**src/rtl/alu_issue_sequencer.sv**
```systemverilog
// alu_issue_sequencer: program-driven issuer for the 8-bit in-order ALU datapath
// Ports: clk/rst (sync, active-high); prog_we/prog_addr/prog_data load program words
// while idle or halted; start runs from pc 0; alu_a/alu_b/alu_op drive the processor,
// alu_result and alu_zero/carry/ovf/neg come back; busy/halted/pc/flags report status;
// dbg_sel/dbg_data read the register file combinationally.
module alu_issue_sequencer #(
    parameter int DEPTH = 16,
    localparam int AW = $clog2(DEPTH)
) (
    input  logic          clk,
    input  logic          rst,
    input  logic          prog_we,
    input  logic [AW-1:0] prog_addr,
    input  logic [15:0]   prog_data,
    input  logic          start,
    output logic [7:0]    alu_a,
    output logic [7:0]    alu_b,
    output logic [2:0]    alu_op,
    input  logic [7:0]    alu_result,
    input  logic          alu_zero,
    input  logic          alu_carry,
    input  logic          alu_ovf,
    input  logic          alu_neg,
    output logic          busy,
    output logic          halted,
    output logic [AW-1:0] pc,
    output logic [3:0]    flags,
    input  logic [1:0]    dbg_sel,
    output logic [7:0]    dbg_data
);
    typedef enum logic [2:0] {IDLE, FETCH, ISSUE, WAIT, CAPTURE, HALTED} state_t;
    state_t state, state_nx;
    logic [15:0] prog [DEPTH];
    logic [15:0] ir;
    logic [3:0][7:0] rf;
    logic [2:0] op;
    logic [1:0] rd, rs1, rs2;
    logic [7:0] imm;
    logic [AW-1:0] pc_inc;
    logic is_alu, is_halt, idle_like;
    // imm overlaps rs2[0]; each op only looks at the fields it needs
    assign {op, rd, rs1, rs2} = ir[15:7];
    assign imm = ir[7:0];
    assign is_alu = op < 3'd6;
    assign is_halt = op == 3'd7 && rd[1];
    assign idle_like = state == IDLE || state == HALTED;
    assign pc_inc = pc + AW'(1);
    assign dbg_data = rf[dbg_sel];
    always_ff @(posedge clk) begin
        if (rst) state <= IDLE;
        else state <= state_nx;
    end
    always_comb begin
        state_nx = state;
        case (state)
            IDLE, HALTED: state_nx = start ? FETCH : state;
            FETCH:        state_nx = ISSUE;
            ISSUE:        state_nx = is_alu ? WAIT : is_halt ? HALTED : FETCH;
            WAIT:         state_nx = CAPTURE;
            CAPTURE:      state_nx = FETCH;
            default:      state_nx = IDLE;
        endcase
    end
    always_comb begin
        busy = !idle_like;
        halted = state == HALTED;
    end
    // program memory survives reset; writes land before a same-cycle start's first fetch
    always_ff @(posedge clk) begin
        if (prog_we && idle_like) prog[prog_addr] <= prog_data;
    end
    always_ff @(posedge clk) begin
        if (rst) begin
            pc <= '0;
            ir <= '0;
            rf <= '0;
            flags <= '0;
            alu_a <= '0;
            alu_b <= '0;
            alu_op <= '0;
        end else begin
            case (state)
                IDLE, HALTED: if (start) pc <= '0;
                FETCH: ir <= prog[pc];
                ISSUE: begin
                    if (is_alu) begin
                        alu_a <= rf[rs1];
                        alu_b <= rf[rs2];
                        alu_op <= op;
                    end else if (op == 3'd6) begin
                        rf[rd] <= imm;
                        pc <= pc_inc;
                    end else if (!is_halt) begin
                        pc <= flags[3] ? AW'(imm) : pc_inc;
                    end
                end
                // the processor registered our operands last edge; its result is valid now
                CAPTURE: begin
                    rf[rd] <= alu_result;
                    flags <= {alu_zero, alu_carry, alu_ovf, alu_neg};
                    pc <= pc_inc;
                end
                default: ;
            endcase
        end
    end
endmodule

```
**config.mk**
```make
export PLATFORM = sky130hd
export DESIGN_NAME = alu_issue_sequencer
export DESIGN_NICKNAME = d
export VERILOG_FILES = /design/src/rtl/alu_issue_sequencer.sv
export SDC_FILE = /design/constraint.sdc
export NUM_CORES = 1
export LEC_CHECK = 0
export CAP_MARGIN = 40
export CORE_UTILIZATION = 40
export DETAILED_ROUTE_END_ITERATION = 7
export HOLD_SLACK_MARGIN = 0.05
export PLACE_DENSITY_LB_ADDON = 0.1
export SYNTH_ARGS = -nofsm -noshare
export SYNTH_HDL_FRONTEND = slang
export SYNTH_SLANG_ARGS = --single-unit
```
**constraint.sdc**
```tcl
create_clock -name clk -period 4.1 [get_ports clk]
set_input_delay 0.41 -clock clk [delete_from_list [all_inputs] [get_ports clk]]
set_output_delay 0.41 -clock clk [all_outputs]
set_load 0.05 [all_outputs]
```
# Word-level counts from Yosys, hierarchy flattened
# Memories as Yosys holds them, arrays and structs flattened. A register that Yosys moved wholly into a read port is not among the register bits.
# Index checks and enable logic that the tools add are counted.
# totals
ff_bits	62
mem_bits_rw	256
in_bits	38
word_cells	66
n_memories	1
# classes
n_addsub	1
order_cmp	6
n_eq_ne	11
n_mux	25
reduce_logical	12
# memory_table
memory	depth	width	read_ports	rd_ports_with_merged_regs	wr	line	text
prog	16	16	1	1	1	33	logic [15:0] prog [DEPTH];
# op_table
cell	count
$bwmux W32	2
$mux W32	2
$pmux W32 S2	1
$bmux W8 S2	3
$mux W8	4
$mux W4	5
$demux W8 S2	1
$pmux W3 S5	1
$eq A3 B3 Y1 const B	4
$lt A2 B3 Y1 const B	4
$pmux W4 S3	1
$mux W3	3
$eq A3 B2 Y1 const B	2
$ne A2 B2 Y1 const B	3
$add A4 B1 Y4 const B	1
$reduce_and A4 Y1	1
$eq A3 B1 Y1 const B	1
$logic_and A1 B1 Y1	3
$logic_not A3 Y1	1
$lt A3 B3 Y1 const B	1
$ne A3 B3 Y1 const B	1
$reduce_and A3 Y1	1
$reduce_bool A3 Y1	1
$ge A2 B1 Y1 const B	1
6 further kinds	7

# Longest topological paths before layout
# Gate-level depths: netlist of the first run.
# logic_depth
word_depth	8
depth_mapped	9
depth_no_buf	5

# Least setup slack after synthesis of the first run
# No wires, ideal clock.
# synth_timing
kind	reg-to-reg
from	register state[0]
to	memory prog[0][0], enable pin
setup_ps	409
arrival_time_ps	2481
required_ps	3691
setup_slack_ps	1210
stages_incl_launch_ff	7
synth_period_minus_slack_ps	2890
path_cell_list	dfxtp_1 > buf_2 > xor2_1 > nor2_1 > nand2_1 > or3_1 > nor3_1
# synth_between
elab_chain_len	5
word_cells_on_any_way	6
cone_classes	1 x eq/ne; 2 x mux; 3 x reduce/logical
# synth_rtl
item	line	text
start, declared	32	state_t state, state_nx;
start signal, assigned	51	else state <= state_nx;
$eq A3 B3 Y1 / $logic_not A3 Y1 (equally long branches)	46	assign idle_like = state == IDLE || state == HALTED;
$logic_or A1 B1 Y1 (*)	46	
$logic_and A1 B1 Y1 (*)	70	if (prog_we && idle_like) prog[prog_addr] <= prog_data;
$mux W1 (*)	70	
$mux W1 (implied by the code) (*)	70	
end, declared	33	
# Every way passes the cells marked *; elsewhere a longest branch is shown, timed or not.

# Worst setup path in the final report of the first run
# layout_timing
from	register state[0]
to	output port busy
# layout_between
elab_chain_len	3
word_cells_on_any_way	4
cone_classes	1 x eq/ne; 3 x reduce/logical
# layout_rtl
item	line	text
$eq A3 B3 Y1 / $logic_not A3 Y1 (equally long branches)	46	
$logic_or A1 B1 Y1 (*)	46	
$logic_not A1 Y1 (*)	65	busy = !idle_like;
end, declared	24	output logic busy,
# Marks and branches as above.

==> results of run 1 <==
==> tightest hold or removal path: stages, from the launching register on <==
cell and delay [ps]:
dfxtp_1 300, nand2_1 50, a21oi_1 50
==> kinds of logic (layout without fill, tap and decap cells) <==
kind of cell | Yosys count | in the layout | synth area share [%]
flops | 334 | 334 | 68.92
simple gates | 168 | 168 | 6.209
mux | 132 | 132 | 16.56
compound gates | 110 | 110 | 5.846
buf+inv | 56 | 176 | 2.182
xor+xnor | 3 | 3 | 0.1958
fa+ha+maj | 1 | 1 | 0.09322
==> area by class of cell <==
cell class / instances / area (um^2)
Sequential cell: 334 / 9255
Clock buffer: 47 / 1006
Multi-Input combinational cell: 414 / 3901
Fill cell: 2806 / 16870
Clock inverter: 21 / 182.7
Timing Repair Buffer: 104 / 996.0
Tap cell: 442 / 553.0
Inverter: 4 / 15.01
==> cell usage in the layout (no fill, tap or decap), types with 2 or more instances in the layout <==
| cell | synthesis | final |
|---|---|---|
| nor3_2 | 0 | 4 |
| nor2b_1 | 4 | 4 |
| nand2b_1 | 20 | 20 |
| inv_1 | 4 | 4 |
| mux2i_1 | 60 | 60 |
| o211ai_1 | 4 | 4 |
| xor2_1 | 2 | 2 |
| nand4b_1 | 3 | 3 |
| a211oi_1 | 33 | 33 |
| clkbuf_1 | 22 | 8 |
| clkbuf_16 | 0 | 39 |
| buf_4 | 10 | 24 |
| or3_1 | 2 | 2 |
| nor3_1 | 7 | 3 |
| dfxtp_2 | 0 | 2 |
| nand3_1 | 7 | 7 |
| edfxtp_1 | 256 | 256 |
| o2111ai_1 | 4 | 4 |
| clkinvlp_4 | 0 | 2 |
| clkinv_2 | 0 | 5 |
| dfxtp_1 | 78 | 75 |
| a221oi_1 | 2 | 2 |
| bufinv_16 | 0 | 3 |
| nand2_1 | 50 | 50 |
| clkinv_1 | 0 | 8 |
| buf_6 | 4 | 4 |
| clkdlybuf4s50_1 | 0 | 73 |
| a22oi_1 | 12 | 12 |
| nor4b_4 | 2 | 2 |
| mux4_2 | 72 | 72 |
| a21oi_1 | 20 | 20 |
| nor2_1 | 65 | 64 |
| a311oi_1 | 2 | 2 |
| a32oi_1 | 12 | 12 |
| o21ai_0 | 15 | 15 |
==> state kept, by name, summed over array words and instances, names as in the netlist <==
signal	cells
pc	4
flags	4
prog	256
alu_op	3
state	3
alu_b	8
ir	16
rf	32
alu_a	8
==> power by group <==
part | internal (mW) | switching (mW) | total [mW]
registers | 3.70 | 0.0873 | 3.78
clock network | 1.93 | 1.28 | 3.21
logic | 0.249 | 0.320 | 0.568
==> stage by stage <==
stage	area [um^2]	util, %	hold slack [ps]	power (mW)
5_1_grt	15910	48.53	471.9	7.834
3_3_place_gp	14660	44.72	441.9	4.410
3_5_place_dp	14720	44.90	447.4	4.428
6_report	15910	48.53	452.9	7.564
2_1_floorplan	13420	-	435.3	4.195
4_1_cts	15910	48.53	455.2	7.658
==> worst min path at each step <==
stage	startpoint	end	slack, ps	depth (start not counted)
floorplan	ir[4]$_SDFFE_PP0P_	ir[4]$_SDFFE_PP0P_	440	2
global placement	alu_a[2]$_SDFFE_PP0P_	alu_a[2]$_SDFFE_PP0P_	440	2
detailed placement	alu_a[4]$_SDFFE_PP0P_	alu_a[4]$_SDFFE_PP0P_	450	2
CTS	alu_a[4]$_SDFFE_PP0P_	alu_a[4]$_SDFFE_PP0P_	460	2
global route	alu_a[4]$_SDFFE_PP0P_	alu_a[4]$_SDFFE_PP0P_	470	2
finish	alu_b[6]$_SDFFE_PP0P_	alu_b[6]$_SDFFE_PP0P_	450	2
==> metal layers <==
| metal | GRT usage [%] | vias up |
|---|---|---|
| li1 | - | 3383 |
| met1 | 24.96 | 3783 |
| met2 | 29.67 | 249 |
| met3 | 2.831 | 62 |
| met4 | 6.479 | 0 |
| met5 | 0 | - |
==> run metrics, run 1 <==
status complete, no violations; Die Width 185.2 um; Pre-antenna DRT Iters 5; Buffers & Inverters on Critical Path 2; die area 34290 um^2; Worst setup EP type primary output; initial antenna violation count 0; Mapped Nets around 840; Post-DRT Antenna Nets 0; number of synthesis warnings 0; core box area about 33000 um^2; CTS Hold Bufs 0; cts bufs inserted 38; startpoint types flop; largest net degree at the start of global routing 65; clock tree from TritonCTS built; WP depth 4; GP Congestion approximately 0.80; ratio of cells with drive above 1 in the final layout 18.51%; WL final 30420 um; start point of the critical path state[0]$_SDFFE_PP0N_; worst clock skew 13.73 ps; FP Rows 66; EDFF count, synth 256; htree depth 2; Arr. time, crit path approximately 2800 ps; HP Class flop to flop; Max-slew headroom 39.01%; syn_area_per_cell ~17 um^2; post-synthesis cell area roughly 13000 um^2; Final Setup Violations 0; input/output buffers between 70 and 80; RSZ-0062 raised after global routing no; Final TNS setup 0 ps; Worst R2R End prog[2][12]$_DFFE_PP_; DR WL met3 around 1500 um; async set-or-reset flop fraction in the synthesized netlist 0%; crit path time final 3156 ps; GRT Util Overall 18.27%; worst skew pair latency 510 ps; CP max stage cell dfxtp_1; most frequent cell after synthesis edfxtp_1; Max-cap violations 0; post-DR vias/cell between 5 and 6; drt drc 0; Post-Place Worst Slack approximately 1100 ps; highest metal layer with signal wires met4; maximum clock rate 316.9 MHz; final slew viol count 0; initial core utilization 40.94%; Iteration-0 DRC Markers a little under 600; first-pass GRT wire length 46090 um; Tcrit/Tclk final around three quarters; sequential cell area fraction in the yosys report between 60% and 70%; Post-Syn Instances between 800 and 900; Max Root-Sink Buffers 3; VDD IR max about 0.00037 V; fin nets 935; Root Driver clkbuf_16; post-synthesis register bit count 334; metal1 wirelength 13650 um; CTS sink cnt 334; most frequent cells after synthesis edfxtp_1, dfxtp_1, mux4_2, nor2_1, mux2i_1; crit path max fanout 13; Cell Chain, Critical Path xor2_1 -> nor2_1 -> inv_1 -> clkdlybuf4s50_1; Setup CP Type flop to primary output; I/O Pins 75; via count 7477; FF-to-FF setup slack roughly 1500 ps; Power Density 475.5 nW/um^2; HPWL Detailed approximately 20000 um; worst flop-to-flop path startpoint state[0]$_SDFFE_PP0N_; average wire per standard cell 22.27 um; CTS resizes 0; final worst slack roughly 940 ps; r2r worst-path depth 6; Reg clk slew, reported paths ~60 ps; cell taking the most area after synthesis edfxtp_1; Synth top area share 57.28%; # diodes 0; Req. time, crit path ~3700 ps; Main synth FF type edfxtp_1; Congestion Overflow GR 0; Non-Filler Instances around 1400; final hold vios 0; WL met2 around 14000 um; Layout area overhead 18.54%; Worst Max-Slew Pin Slew roughly 900 ps; post-CTS setup buffers 0; largest cells by area after synthesis edfxtp_1, mux4_2, dfxtp_1, mux2i_1, a211oi_1; Unique masters post-synth 45; Worst setup endpoint busy; CP delay by family, top buffers and inverters; LEAKAGE about 4.8 nW; dpl cells between 1000 and 1500; largest stage delay on the critical path between 700 and 800 ps; die height about 190 um; vias in the first global route approximately 7700
Note: power is estimated with default switching activity, not from simulation.
==> run 2, diff against run 1 <==
==> constraint.sdc (replaced) <==
create_clock -name clk -period 2.9 [get_ports clk]
set_input_delay 0.29 -clock clk [delete_from_list [all_inputs] [get_ports clk]]
set_output_delay 0.29 -clock clk [all_outputs]
set_load 0.05 [all_outputs]
==> run 2 against run 1 <==
Net effect: flip-flop and latch count is the same; clock skew shrank 4.1 ps; count of clock-buffer cells in the layout is 2 lower; die area did not move; final cell count up 0.44%; sequential share of layout area down 0.29 points; first-iteration DRC count is 22% lower; sequential power grew 41%; critical endpoint unchanged; largest power group unchanged; highest routed layer unchanged.
==> run metrics, run 2 (synthesis gave the netlist of run 1 again) <==
status complete, no violations; final hold vios 0 (unchanged); # diodes 0 (unchanged); DR WL met3 1431 um (-5.7%); largest stage delay on the critical path 730 ps (-30 ps); most frequent cells in the layout edfxtp_1, dfxtp_1, mux4_2; Root Driver clkbuf_16; FP Rows 66 (unchanged); dpl cells 1306 (+0.62%); fin util 48.77% (+0.24 points); # fillers 2815 (+0.32%); Cell Chain, Critical Path xor2_1 -> nor2_1 -> inv_1 -> clkdlybuf4s50_1; drt drc 0 (unchanged); largest net degree at the start of global routing 56 (-14%); Post-DRT Antenna Nets 0 (unchanged); htree depth 2 (unchanged); worst flop-to-flop path startpoint state[2]$_SDFFE_PP0N_; maximum clock rate 361.1 MHz; Storage cell area 9255 um^2 (unchanged); final slew viol count 0 (unchanged); FF-to-FF setup slack 430 ps (-1050 ps); die area 34290 um^2 (unchanged); Non-Filler Instances 1372 (+0.44%); Max-cap violations 0 (unchanged); crit path time final ~2800 ps; top flop regs prog (256), rf (32), ir (16); Reg clk slew, reported paths 60 ps (about the same); post-CTS setup buffers 0 (unchanged); Tcrit/Tclk final about 95%; highest metal layer with signal wires met4; final worst slack 131.0 ps (-813.5 ps); RSZ-0062 raised after global routing no; CTS sink cnt 334 (unchanged); vias in the first global route 7652 (+0.013%); average wire per standard cell 22.20 um (-0.31%); via count 7396 (-1.1%); HPWL Detailed 19650 um (+0.22%); cts bufs inserted 37 (-2.6%); CP delay by family, top buffers and inverters; CP max stage cell clkdlybuf4s50_1; I/O Pins 75 (unchanged); first-pass GRT wire length 46090 um (about the same); Iteration-0 DRC Markers 457 (-22%); startpoint types flop; Worst Max-Slew Pin Slew 779.9 ps (-131.1 ps); ratio of cells with drive above 1 in the final layout 20.22% (+1.7 points); Worst R2R End prog[9][4]$_DFFE_PP_; worst clock skew 9.596 ps (-4.137 ps); crit path max fanout 10 (-3); hold path depth 2 (unchanged); fin nets 942 (+0.75%); Die Width 185.2 um (unchanged); Final Setup Violations 0 (unchanged); die height 185.2 um (unchanged); initial core utilization 40.94% (unchanged); Worst setup EP type primary output; core box area 32780 um^2 (unchanged); Pre-antenna DRT Iters 5 (unchanged); Buffers & Inverters on Critical Path 2 (unchanged); r2r worst-path depth 5 (-1); WL met2 14820 um (+2.8%); multi-input logic area 3901 um^2 (unchanged); Req. time, crit path 2610 ps (-1080 ps); CTS resizes 0 (unchanged); post-DR vias/cell 5.391 (-1.5%); Power Density 672.8 nW/um^2 (+41%); Layout area overhead 19.14%; GP Congestion 0.8355 (+3.9%); most common cell after layout, fill and taps aside edfxtp_1; clock tree from TritonCTS built; GRT Util Overall 18.30% (+0.036 points); LEAKAGE 4.917 nW (+1.7%); Hold Path Sink state[1]$_SDFFE_PP0N_; metal1 wirelength 13570 um (-0.59%); Hold Startpoint rst; Max-slew headroom 47.94% (+8.9 points); CTS Hold Bufs 0 (unchanged); worst skew pair latency 510 ps (about the same); placed cell areas 14790 um^2 (+0.46%); Arr. time, crit path 2480 ps (-270 ps); Final TNS setup 0 ps (unchanged); Setup CP Type flop to primary output; input/output buffers 74 (unchanged); WL final 30450 um (+0.12%); Final Cell Area 15990 um^2 (+0.50%); Max Root-Sink Buffers 3 (unchanged); HP Class primary input to flop; initial antenna violation count 0 (unchanged); largest reg by FF count prog; Congestion Overflow GR 0 (unchanged); Post-Place Worst Slack 448.4 ps (-653.6 ps); max FFs per register 256 (unchanged); VDD IR max 0.0004303 V (+16%)
## run 2: report_power, final
part / switching, mW / total, mW / internal, mW
Clock: 1.79 / 4.59 / 2.80
Sequential: 0.103 / 5.33 / 5.22
Combinational: 0.471 / 0.837 / 0.366
Total: 2.37 / 10.8 / 8.39
## run 2: cell type report
type	count	share of cell area, %
Multi-Input combinational cell	414	24.40
Inverter	4	0.09390
Clock inverter	21	1.268
Tap cell	442	3.459
Timing Repair Buffer	112	6.652
Sequential cell	334	57.88
Clock buffer	45	6.245
## run 2: worst max path at each step
stage                                     start                     to  slack [ps]  depth (start not counted)
after floorplan           state[0]$_SDFFE_PP0N_   prog[0][0]$_DFFE_PP_          10                          6
after global placement    state[2]$_SDFFE_PP0N_  prog[9][12]$_DFFE_PP_         600                          5
after detailed placement  state[2]$_SDFFE_PP0N_  prog[9][12]$_DFFE_PP_         450                          5
after CTS                 state[2]$_SDFFE_PP0N_                   busy         110                          4
after global routing      state[2]$_SDFFE_PP0N_                   busy          20                          4
final                     state[2]$_SDFFE_PP0N_                   busy         130                          4
## run 2: worst register-to-register path: stages, from the launching register on
cell and delay [ps]:
dfxtp_1 570, xor2_1 120, nor2_1 410, nand4b_1 280, nor2_1 550, buf_12 240
## run 2: per-stage QoR
stage	power (mW)	hold slack, ps
after CTS	10.89	102.4
after detailed placement	6.280	445.5
after global routing	11.13	118.4
after floorplan	5.931	388.9
final	10.76	122.9
after global placement	6.258	442.0
## run 2: per-layer routing
layer  GRT usage [%]  vias up
met2           30.83      192
met4           5.124        0
met3           3.048       48
li1                -     3396
met5               0        -
met1           24.46     3760
